===== config.mk =====
export PLATFORM = sky130hd
export DESIGN_NAME = fp16_fma_arbiter
export DESIGN_NICKNAME = d
export VERILOG_FILES = /design/src/rtl/fp16_fma_arbiter.sv
export SDC_FILE = /design/constraint.sdc
export NUM_CORES = 1
export LEC_CHECK = 0
export CORE_ASPECT_RATIO = 1.2
export CORE_UTILIZATION = 32
export DETAILED_ROUTE_END_ITERATION = 7
export PLACE_DENSITY = 0.77
export SLEW_MARGIN = 20
export SYNTH_ARGS = -nofsm -noshare
export SYNTH_HDL_FRONTEND = slang
export SYNTH_SLANG_ARGS = --single-unit

===== constraint.sdc =====
create_clock -name clk -period 2 [get_ports clk]
set_input_delay 0.4 -clock clk [delete_from_list [all_inputs] [get_ports clk]]
set_output_delay 0.4 -clock clk [all_outputs]
set_load 0.02 [all_outputs]

===== src/rtl/fp16_fma_arbiter.sv =====
`default_nettype none
// ============================================================================
// fp16_fma_arbiter : round-robin sharing of one FP16 exponent FMA unit by 4
// requesters. Optional macro FP16_FMA_ARB_PERF_EN adds grant counters.
// Revision : 1.0
// ============================================================================
module fp16_fma_arbiter #(
  parameter int NREQ    = 4,
  parameter int LATENCY = 1
) (
  input  logic                clk,
  input  logic                rst,
  input  logic [NREQ-1:0]     req_valid,
  output logic [NREQ-1:0]     req_ready,
  input  logic [5*NREQ-1:0]   req_a_exp,
  input  logic [5*NREQ-1:0]   req_b_exp,
  input  logic [5*NREQ-1:0]   req_c_exp,
  input  logic                hold,
  output logic [4:0]          fma_a_exp,
  output logic [4:0]          fma_b_exp,
  output logic [4:0]          fma_c_exp,
  input  logic signed [5:0]   fma_ab_exp,
  input  logic signed [5:0]   fma_c_shift,
  input  logic                fma_ab_inf,
  input  logic                fma_ab_zero,
  output logic                resp_valid,
  output logic [1:0]          resp_id,
  output logic signed [5:0]   resp_ab_exp,
  output logic signed [5:0]   resp_c_shift,
  output logic                resp_ab_inf,
  output logic                resp_ab_zero,
  output logic                busy
`ifdef FP16_FMA_ARB_PERF_EN
  ,
  output logic [16*NREQ-1:0]  grant_cnt
`endif
);

  logic [1:0]         ptr_q, ptr_d;
  logic [1:0]         grant_idx;
  logic               grant_any;
  logic               issue;
  logic [4:0]         op_a, op_b, op_c;
  logic [4:0]         fma_a_q, fma_b_q, fma_c_q;
  logic [LATENCY:0]   vld_q;
  logic [LATENCY:0][1:0] tag_q;
  logic               resp_valid_q;
  logic [1:0]         resp_id_q;
  logic signed [5:0]  resp_ab_q, resp_cs_q;
  logic               resp_inf_q, resp_zero_q;

  // ptr_q holds the highest-priority index, i.e. last grant + 1.
  always_comb begin
    grant_idx = 2'd0;
    grant_any = 1'b0;
    for (int k = 0; k < NREQ; k++) begin
      if (!grant_any && req_valid[ptr_q + 2'(k)]) begin
        grant_any = 1'b1;
        grant_idx = ptr_q + 2'(k);
      end
    end
  end

  assign issue     = grant_any & ~hold & ~rst;
  assign req_ready = issue ? (NREQ'(1) << grant_idx) : '0;
  assign ptr_d     = issue ? grant_idx + 2'd1 : ptr_q;

  always_comb begin
    op_a = 5'd0;
    op_b = 5'd0;
    op_c = 5'd0;
    for (int i = 0; i < NREQ; i++) begin
      if (grant_idx == 2'(i)) begin
        op_a = req_a_exp[5*i +: 5];
        op_b = req_b_exp[5*i +: 5];
        op_c = req_c_exp[5*i +: 5];
      end
    end
  end

  always_ff @(posedge clk) begin
    if (rst) begin
      ptr_q   <= 2'd0;
      fma_a_q <= 5'd0;
      fma_b_q <= 5'd0;
      fma_c_q <= 5'd0;
      vld_q   <= '0;
      tag_q   <= '0;
    end else begin
      ptr_q   <= ptr_d;
      fma_a_q <= issue ? op_a : 5'd0;
      fma_b_q <= issue ? op_b : 5'd0;
      fma_c_q <= issue ? op_c : 5'd0;
      vld_q   <= {vld_q[LATENCY-1:0], issue};
      tag_q   <= {tag_q[LATENCY-1:0], (issue ? grant_idx : 2'd0)};
    end
  end

  // Last pipeline stage lines up with the unit's result for that operation.
  always_ff @(posedge clk) begin
    if (rst || !vld_q[LATENCY]) begin
      resp_valid_q <= 1'b0;
      resp_id_q    <= 2'd0;
      resp_ab_q    <= 6'sd0;
      resp_cs_q    <= 6'sd0;
      resp_inf_q   <= 1'b0;
      resp_zero_q  <= 1'b0;
    end else begin
      resp_valid_q <= 1'b1;
      resp_id_q    <= tag_q[LATENCY];
      resp_ab_q    <= fma_ab_exp;
      resp_cs_q    <= fma_c_shift;
      resp_inf_q   <= fma_ab_inf;
      resp_zero_q  <= fma_ab_zero;
    end
  end

  assign fma_a_exp    = fma_a_q;
  assign fma_b_exp    = fma_b_q;
  assign fma_c_exp    = fma_c_q;
  assign resp_valid   = resp_valid_q;
  assign resp_id      = resp_id_q;
  assign resp_ab_exp  = resp_ab_q;
  assign resp_c_shift = resp_cs_q;
  assign resp_ab_inf  = resp_inf_q;
  assign resp_ab_zero = resp_zero_q;
  assign busy         = (|vld_q) | resp_valid_q;

`ifdef FP16_FMA_ARB_PERF_EN
  logic [NREQ-1:0][15:0] cnt_q;

  always_ff @(posedge clk) begin
    if (rst) begin
      cnt_q <= '0;
    end else begin
      for (int i = 0; i < NREQ; i++) begin
        if (issue && grant_idx == 2'(i) && cnt_q[i] != 16'hFFFF)
          cnt_q[i] <= cnt_q[i] + 16'd1;
      end
    end
  end

  assign grant_cnt = cnt_q;
`endif

endmodule
`default_nettype wire

==> impl.org, run 1 <==
** Setup path
- Cell with the biggest individual delay on the critical path :: dfxtp_4
- Buffering stage count on the worst path with inverters included :: 3
- The setup path with the least slack is of type flop to output pin.
- List of cells traversed by the critical path :: a21oi_2 > o21a_1 > o22ai_4 > buf_6 > inv_6 > ha_4 > and2_4 > buf_6
- The largest single stage delay on the critical path is 0.39 ns.
- Cell occurring most often along the worst timing path :: buf_6
- Kind of cell adding the most delay to the critical path :: compound AO/OA/AOI/OAI gates
- Startpoint Class :: flop
- Along the worst path, the maximum fanout reaches 5.
- Worst Path Required :: around 1.6 ns
- Arrival time reported for the critical path endpoint :: between 1.5 and 2 ns
- CP endpoint kind :: output pin

** STA
- Final hold violation count :: 0
- Summed over all failing endpoints, the final setup total negative slack is -2.18 ns.
- Fmax achieved :: around 0.46 GHz
- Worst slew pin tran :: between 0.8 and 0.9 ns
- Final cycle utilization of the critical path :: 108%
- Clock period minus worst slack :: 2.16 ns
- PnR worst setup slack :: -0.161 ns
- Setup violations remaining at the end of the flow were counted as 19.
- In this run the tightest slew margin relative to its limit is between 40% and 50%.
- Clock Skew :: between 0.005 and 0.006 ns
- Number of pins with negative max-slew slack in the final report :: 0
- Setup repair after global routing could not meet its margin everywhere.

** Drt
- Number of remaining DRC errors :: 0
- Router iterations before antenna repair :: 4
- For this block, the routed nets add up to about 5700 um of wire.
- The detail route stage leaves a number of antenna-violating nets equal to 0.
- Total number of vias :: 1820
- Via-to-Cell Ratio :: ~4.7
- In the final routed layout, each cell accounts on average for approximately 15 um.
- In this run, the number of DRC markers left after iteration 0 of detailed routing was 37.

** Final layout
- Nets@finish :: 410
- Leaving out fill and tap cells, the most frequent cell in the layout is clkdlybuf4s50_1.
- Cells fill a little over two thirds of the core in the end.
- 0 antenna diodes ended up in the layout.
- Once layout is complete, the cells apart from fillers number just under 400.
- # fillers :: a little under 400
- Commonest cells after routing, fill and taps aside :: 109 x clkdlybuf4s50_1, 39 x dfxtp_1, 19 x buf_4
- The post-route netlist has between 20% and 30% of its cells at a drive strength greater than 1.
- Layout overhead on the synthesized area :: 104%

** Place
- At the end of routability-driven placement, the weighted congestion stood at 0.772.
- Counting tap cells, the placed design contains a total of approximately 360 instances.
- Pre-CTS worst setup slack :: -0.861 ns
- Half-perimeter wire length of the detailed placement result :: about 3600 um
- The count of buffers added on input and output ports is between 100 and 150.

** Floorplan
- Initial core utilization :: between 30 and 40%
- In this run the vertical extent of the chip is slightly above 80 um.
- Core footprint :: 5080 um2
- I/O pins :: 118
- Row count :: 28
- Floorplan die area :: 5700 um2
- The floorplan step set the die width to between 60 and 70 um.

** Pwr
- The completed layout was analyzed and its total power is 0.00241 W.
- Static leakage power :: about 1.4 nW
- Power density relative to cell area :: around 680 nW/um2
- VDD sags by at most 0.292 mV.

** CTS
- The later pin in the worst-skew pair is clocked with a latency of ~0.30 ns.
- The H-tree was split into 2 levels.
- Buffers inserted during clock tree synthesis total 5.
- Clock-pin slew was measured on the worst setup and hold paths at roughly 0.08 ns.
- Clock root cell :: clkbuf_8
- The clock passes through at most 2 buffers.
- Number of sinks driven by the clock tree :: 40
- TritonCTS built the clock tree.

** Logic synthesis
- Each instance of the synthesized netlist takes up on average 9.39 um2.
- During synthesis, Yosys emitted a total of 0 warnings.
- Portion of the post-synthesis area used by sequential elements :: 46.3%
- After synthesis the cells add up to between 1500 and 2000 um2.
- Post-synthesis register bit count :: 40
- In this run, distinct cell masters in the synthesized netlist total 28.
- Synthesized netlist cell count :: approximately 180
- The number of nets handed over by synthesis was around 270.

** Global routing
- Summed over all layers, the global routing overflow is 0.
- The initial antenna violation count was 0.
- Vias in the first global route :: around 1.8k
- Entering global routing, the biggest net connects 31 pins.
- The first global-routing pass estimated just under 9000 um of wire.
- Across every metal layer, demand over resource in global routing totals 20.0%.

** Run status
- Failing checks :: setup timing
- The flow ran to the end, but the final reports show violations.

** Flow run
- Reported max-cap violation count :: 0

** Hold path
- Worst Hold Class :: flop to flop
worst reg2reg max path: stages, from the launching register on:
cell	delay [ns]
dfxtp_4	0.39
mux2i_1	0.18
nor2_1	0.07
nor3_2	0.27
inv_2	0.12
ha_4	0.18
buf_6	0.11
nor2b_4	0.14
buf_12	0.15
a221oi_4	0.24
a211o_1	0.14
a21oi_2	0.05
flip-flops by register name (all words and copies together), names as in the netlist:
register	count
resp_c_shift	6
resp_ab_zero	1
resp_id	2
fma_b_exp	5
ptr_q	2
fma_c_exp	5
resp_valid	1
fma_a_exp	5
resp_ab_inf	1
resp_ab_exp	6
vld_q	2
tag_q	4
layer usage:
metal / track usage, % / routed length [um] / vias up
li1: - / - / 910
met1: 20.9 / 2330 / 822
met2: 37.4 / 2880 / 82
met3: 6.80 / 366 / 6
met4: 7.55 / 77 / 0
met5: 0 / 0 / -
where the power goes:
group,internal (W),switching (W),leakage (nW),total (W)
sequential,0.000836,0.0000141,0.326,0.000850
clock,0.000376,0.000308,0.0548,0.000684
combinational,0.000507,0.000371,1.04,0.000878
total,0.00172,0.000694,1.42,0.00241
cell type report:
class | count | area (um2) | share of cell area (%)
clock inverter | 3 | 46.3 | 1.31
timing repair buffer | 146 | 1470 | 41.5
tap | 60 | 75.1 | 2.13
clock buffer | 5 | 68.8 | 1.95
multi-input combinational | 113 | 993 | 28.1
sequential | 40 | 805 | 22.8
inverter | 19 | 76.3 | 2.16
path summary, 6_finish.rpt:
path | start | cells past startpoint | slack [ns] | to
worst max-delay path | ptr_q[1] | 8 | -0.16 | req_ready[2]
worst min-delay path | tag_q[2] | 1 | 0.43 | resp_id[0]
worst max register to register | ptr_q[1] | 11 | -0.14 | fma_c_exp[0]
worst min register to register | tag_q[2] | 1 | 0.43 | resp_id[0]
cell families (layout without fill, tap and decap cells):
| group | after synthesis | after routing | share of synthesized area, % |
|---|---|---|---|
| AOI/OAI and AO/OA | 54 | 54 | 23.8 |
| and+or+nand+nor | 54 | 54 | 17.2 |
| DFF | 40 | 40 | 46.3 |
| buffers and inverters | 31 | 173 | 9.20 |
| adders and majority gates | 4 | 4 | 2.90 |
| muxes | 1 | 1 | 0.579 |
through the flow:
stage               hold slack, ns  cell area [um2]
floorplan                    0.406             1740
global placement             0.410             3020
detailed placement           0.413             3020
CTS                          0.432             3430
global route                 0.453             3530
finish                       0.430             3530
Yosys cell counts, drive strengths merged:
cell | count | area [um2]
dfxtp | 40 | 801
a21oi | 20 | 126
and2 | 20 | 125
inv | 19 | 71.3
nand2 | 17 | 63.8
a211o | 14 | 123
a221oi | 14 | 123
buf | 7 | 68.8
nor2 | 7 | 33.8
clkbuf | 5 | 18.8
nor2b | 5 | 38.8
ha | 4 | 50.1
o21ai | 2 | 10.0
or3 | 2 | 12.5
a211oi | 1 | 7.51
a22oi | 1 | 7.51
mux2i | 1 | 10.0
nand2b | 1 | 6.26
nor3 | 1 | 5.00
nor4 | 1 | 12.5
o21a | 1 | 7.51
o22ai | 1 | 6.26
timing repair:
| item | in CTS | in global routing |
|---|---|---|
| pin swaps | 24 | 12 |
| buffers inserted | 10 | 3 |
| resized for setup | 72 | 13 |
| endpoints found under the setup margin | 19 | 19 |
| hold buffers | 0 | 0 |
| gates cloned | 1 | 0 |
Note: power is estimated with default switching activity, not from simulation.
==> inputs of run 2 (changes only) <==
Settings changed: CORE_UTILIZATION 32 to 35, PLACE_DENSITY 0.77 to 0.8.
Clock period 2 ns to 2.1 ns, I/O delays scaled along.
==> impl.org, run 2 (synthesis gave the netlist of run 1 again) <==
** Floorplan
- The total I/O pin count came to 118 (unchanged).
- Core footprint :: 4660 um2 (-8.2%)
- Row count :: 27 (-3.6%)
- Die X :: 66.1 um (-4.3%)
- Die Y :: 79.0 um (-4.3%)
- The die area was 5220 um2 (-8.3%).
- The effective utilization at floorplan came to 37.1% (+3.0 points).

** Run status
- Result of the run :: finished, violations left
- The final reports fail on setup timing.

** Setup path
- Arrival time reported for the critical path endpoint :: 1.74 ns (-0.02 ns)
- The data required time of the critical path was 1.68 ns (+0.08 ns).
- Type of the setup path with the least slack :: flop to output pin
- Buffering stage count on the worst path with inverters included :: 2 (-1)
- CP endpoint kind :: output pin
- List of cells traversed by the critical path :: mux2i_1 > nor2_1 > nor3_2 > buf_4 > ha_4 > and2_4 > buf_6
- Startpoint Class :: flop
- Worst path max stage delay :: 0.38 ns (about the same)
- On the critical path the largest part of the delay comes from simple AND/OR/NAND/NOR gates.
- The largest individual stage delay along the critical path comes from the cell dfxtp_4.
- Worst Path Max Fanout :: 6 (+1)

** Final layout
- Number of inserted diodes :: 0 (unchanged)
- The count of fill cells added during filler insertion was 313 (-19%).
- In the layout the commonest cells are 109 x clkdlybuf4s50_1, 39 x dfxtp_1, 17 x nand2_1, 16 x inv_1, 16 x and2_1.
- Layout Utilization :: 75.7% (+6.3 points)
- Layout overhead on the synthesized area :: 104% (about the same)
- Most common cell after layout, fill and taps aside :: clkdlybuf4s50_1
- Post-route cell area :: 3530 um2 (about the same)
- Share of post-route cells with drive strength above 1 :: 26.2% (+0.39 points)
- The final net count came to 409 (-0.24%).
- The area of the multi-input gates came to 990 um2 (-0.38%).
- Storage cell area :: 805 um2 (unchanged)

** STA
- The actual slew at the worst max-slew pin is 1.00 ns (+0.120 ns).
- The max-slew violation count came to 0 (unchanged).
- Fmax achieved :: between 0.4 and 0.5 GHz
- For the finished layout, the period the worst path requires is roughly 2.2 ns.
- RSZ-0062 raised after global routing :: yes
- Setup violations, final :: 10 (-9)
- The final worst setup slack is -0.0616 ns (+0.0993 ns).
- Final cycle utilization of the critical path :: 103%
- Final hold violation count :: 0 (unchanged)
- The sum of negative setup slack is -0.354 ns (+1.83 ns).
- The worst slew slack as a fraction of its limit is 33.2% (-8.0 points).
- The final worst clock skew is 0.00707 ns (+0.00111 ns).

** Hold path
- In this run the worst hold path is classified as flop to flop.

** Place
- The total of buffers placed on input and output ports is 117 (unchanged).
- DP Area :: 3020 um2 (about the same)
- The detailed placement HPWL came to 3630 um (+1.9%).
- RePlAce Congestion :: 0.806 (+4.5%)
- Pre-CTS worst setup slack :: -0.802 ns (+0.0597 ns)

** CTS
- CTS tree :: yes
- The number of H-tree branching levels is 2 (unchanged).
- Source-to-sink clock delay at the later pin of the worst-skew pair :: 0.29 ns (about the same)
- CTS max path bufs :: 2 (unchanged)
- The sink count of the clock tree was 40 (unchanged).
- Clock root cell :: clkbuf_8
- The CTS clock-pin slew for the worst setup and hold paths is 0.08 ns (about the same).
- The TritonCTS buffer count is 5 (unchanged).
- Hold-fix buffers at CTS :: 0 (unchanged)

** Global routing
- Maximum number of pins on one net before global-route repair :: 31 (unchanged)
- The initial antenna violation count came to 0 (unchanged).
- Global Route Usage Sum :: 21.6% (+1.6 points)
- Global-route wire length before repair :: 8520 um (-1.8%)
- Vias in the first global route :: 1762 (-2.8%)
- Grt ovf :: 0 (unchanged)

** Pwr
- Power density relative to cell area :: 642 nW/um2 (-6.1%)
- The leakage component of the power came to 1.42 nW (about the same).
- Total power :: 0.00227 W (-6.1%)
- The peak supply drop was 0.418 mV (+43%).

** Drt
- The routed wire length is 5900 um (+4.3%).
- Detail Route Antenna Nets :: 0 (unchanged)
- The detailed-route vias per instance came to 4.82 (+2.2%).
- Total number of vias :: 1845 (+1.4%)
- Number of DRC violations after detailed-routing iteration 0 :: 60 (+62%)
- The average wire length per cell after detail routing came to 15.4 um (+5.1%).
- The number of search-and-repair iterations in the first detailed-routing pass came to 4 (unchanged).
- The final routed DRC violation total came to 0 (unchanged).

** Flow run
- Reported max-cap violation count :: 0 (unchanged)
run 2: cell count changes in the layout (fill, tap and decap cells not counted), sizes merged:
cell | before | now
clkdlybuf4s15 | 0 | 1
buf | 33 | 31
clkbuf | 6 | 7
inv | 20 | 19
dlygate4sd2 | 3 | 2
clkinv | 0 | 1
run 2: worst paths after layout:
kind / startpoint / endpoint / slack [ns] / depth (start not counted)
worst max-delay path: ptr_q[1] / req_ready[1] / -0.06 / 7
worst min-delay path: tag_q[2] / resp_id[0] / 0.44 / 1
worst max register to register: ptr_q[1] / fma_b_exp[1] / -0.04 / 11
worst min register to register: tag_q[2] / resp_id[0] / 0.44 / 1
run 2: layer usage:
metal	vias to the layer above	wire length, um	GRT usage [%]
li1	909	-	-
met1	846	2480	24.1
met2	81	2980	38.7
met3	9	350	5.89
met4	0	88	7.23
met5	-	0	0
run 2: per-stage QoR:
stage	hold slack [ns]	cells
after global routing	0.460	383
after global placement	0.412	363
after CTS	0.439	377
final	0.443	383
after floorplan	0.406	184
after detailed placement	0.422	363
run 2: what timing repair did:
action,4_1_cts,5_1_grt
endpoints found under the setup margin,19,19
cloned,0,2
resized for setup,59,29
pin swaps,13,12
setup buffers,6,5
run 2: area by class of cell:
type,instances,area share (%)
multi-input cells,113,28.0
well taps,58,2.06
inverters,19,2.02
clock inverters,3,1.20
flip-flops and latches,40,22.8
clock buffers,5,1.95
repair buffers,145,42.0
run 2: power breakdown:
group	total (W)	switching (W)	leakage (nW)	internal, W
clock	0.000621	0.000269	0.0541	0.000352
sequential	0.000810	0.0000141	0.326	0.000796
combinational	0.000834	0.000355	1.04	0.000479
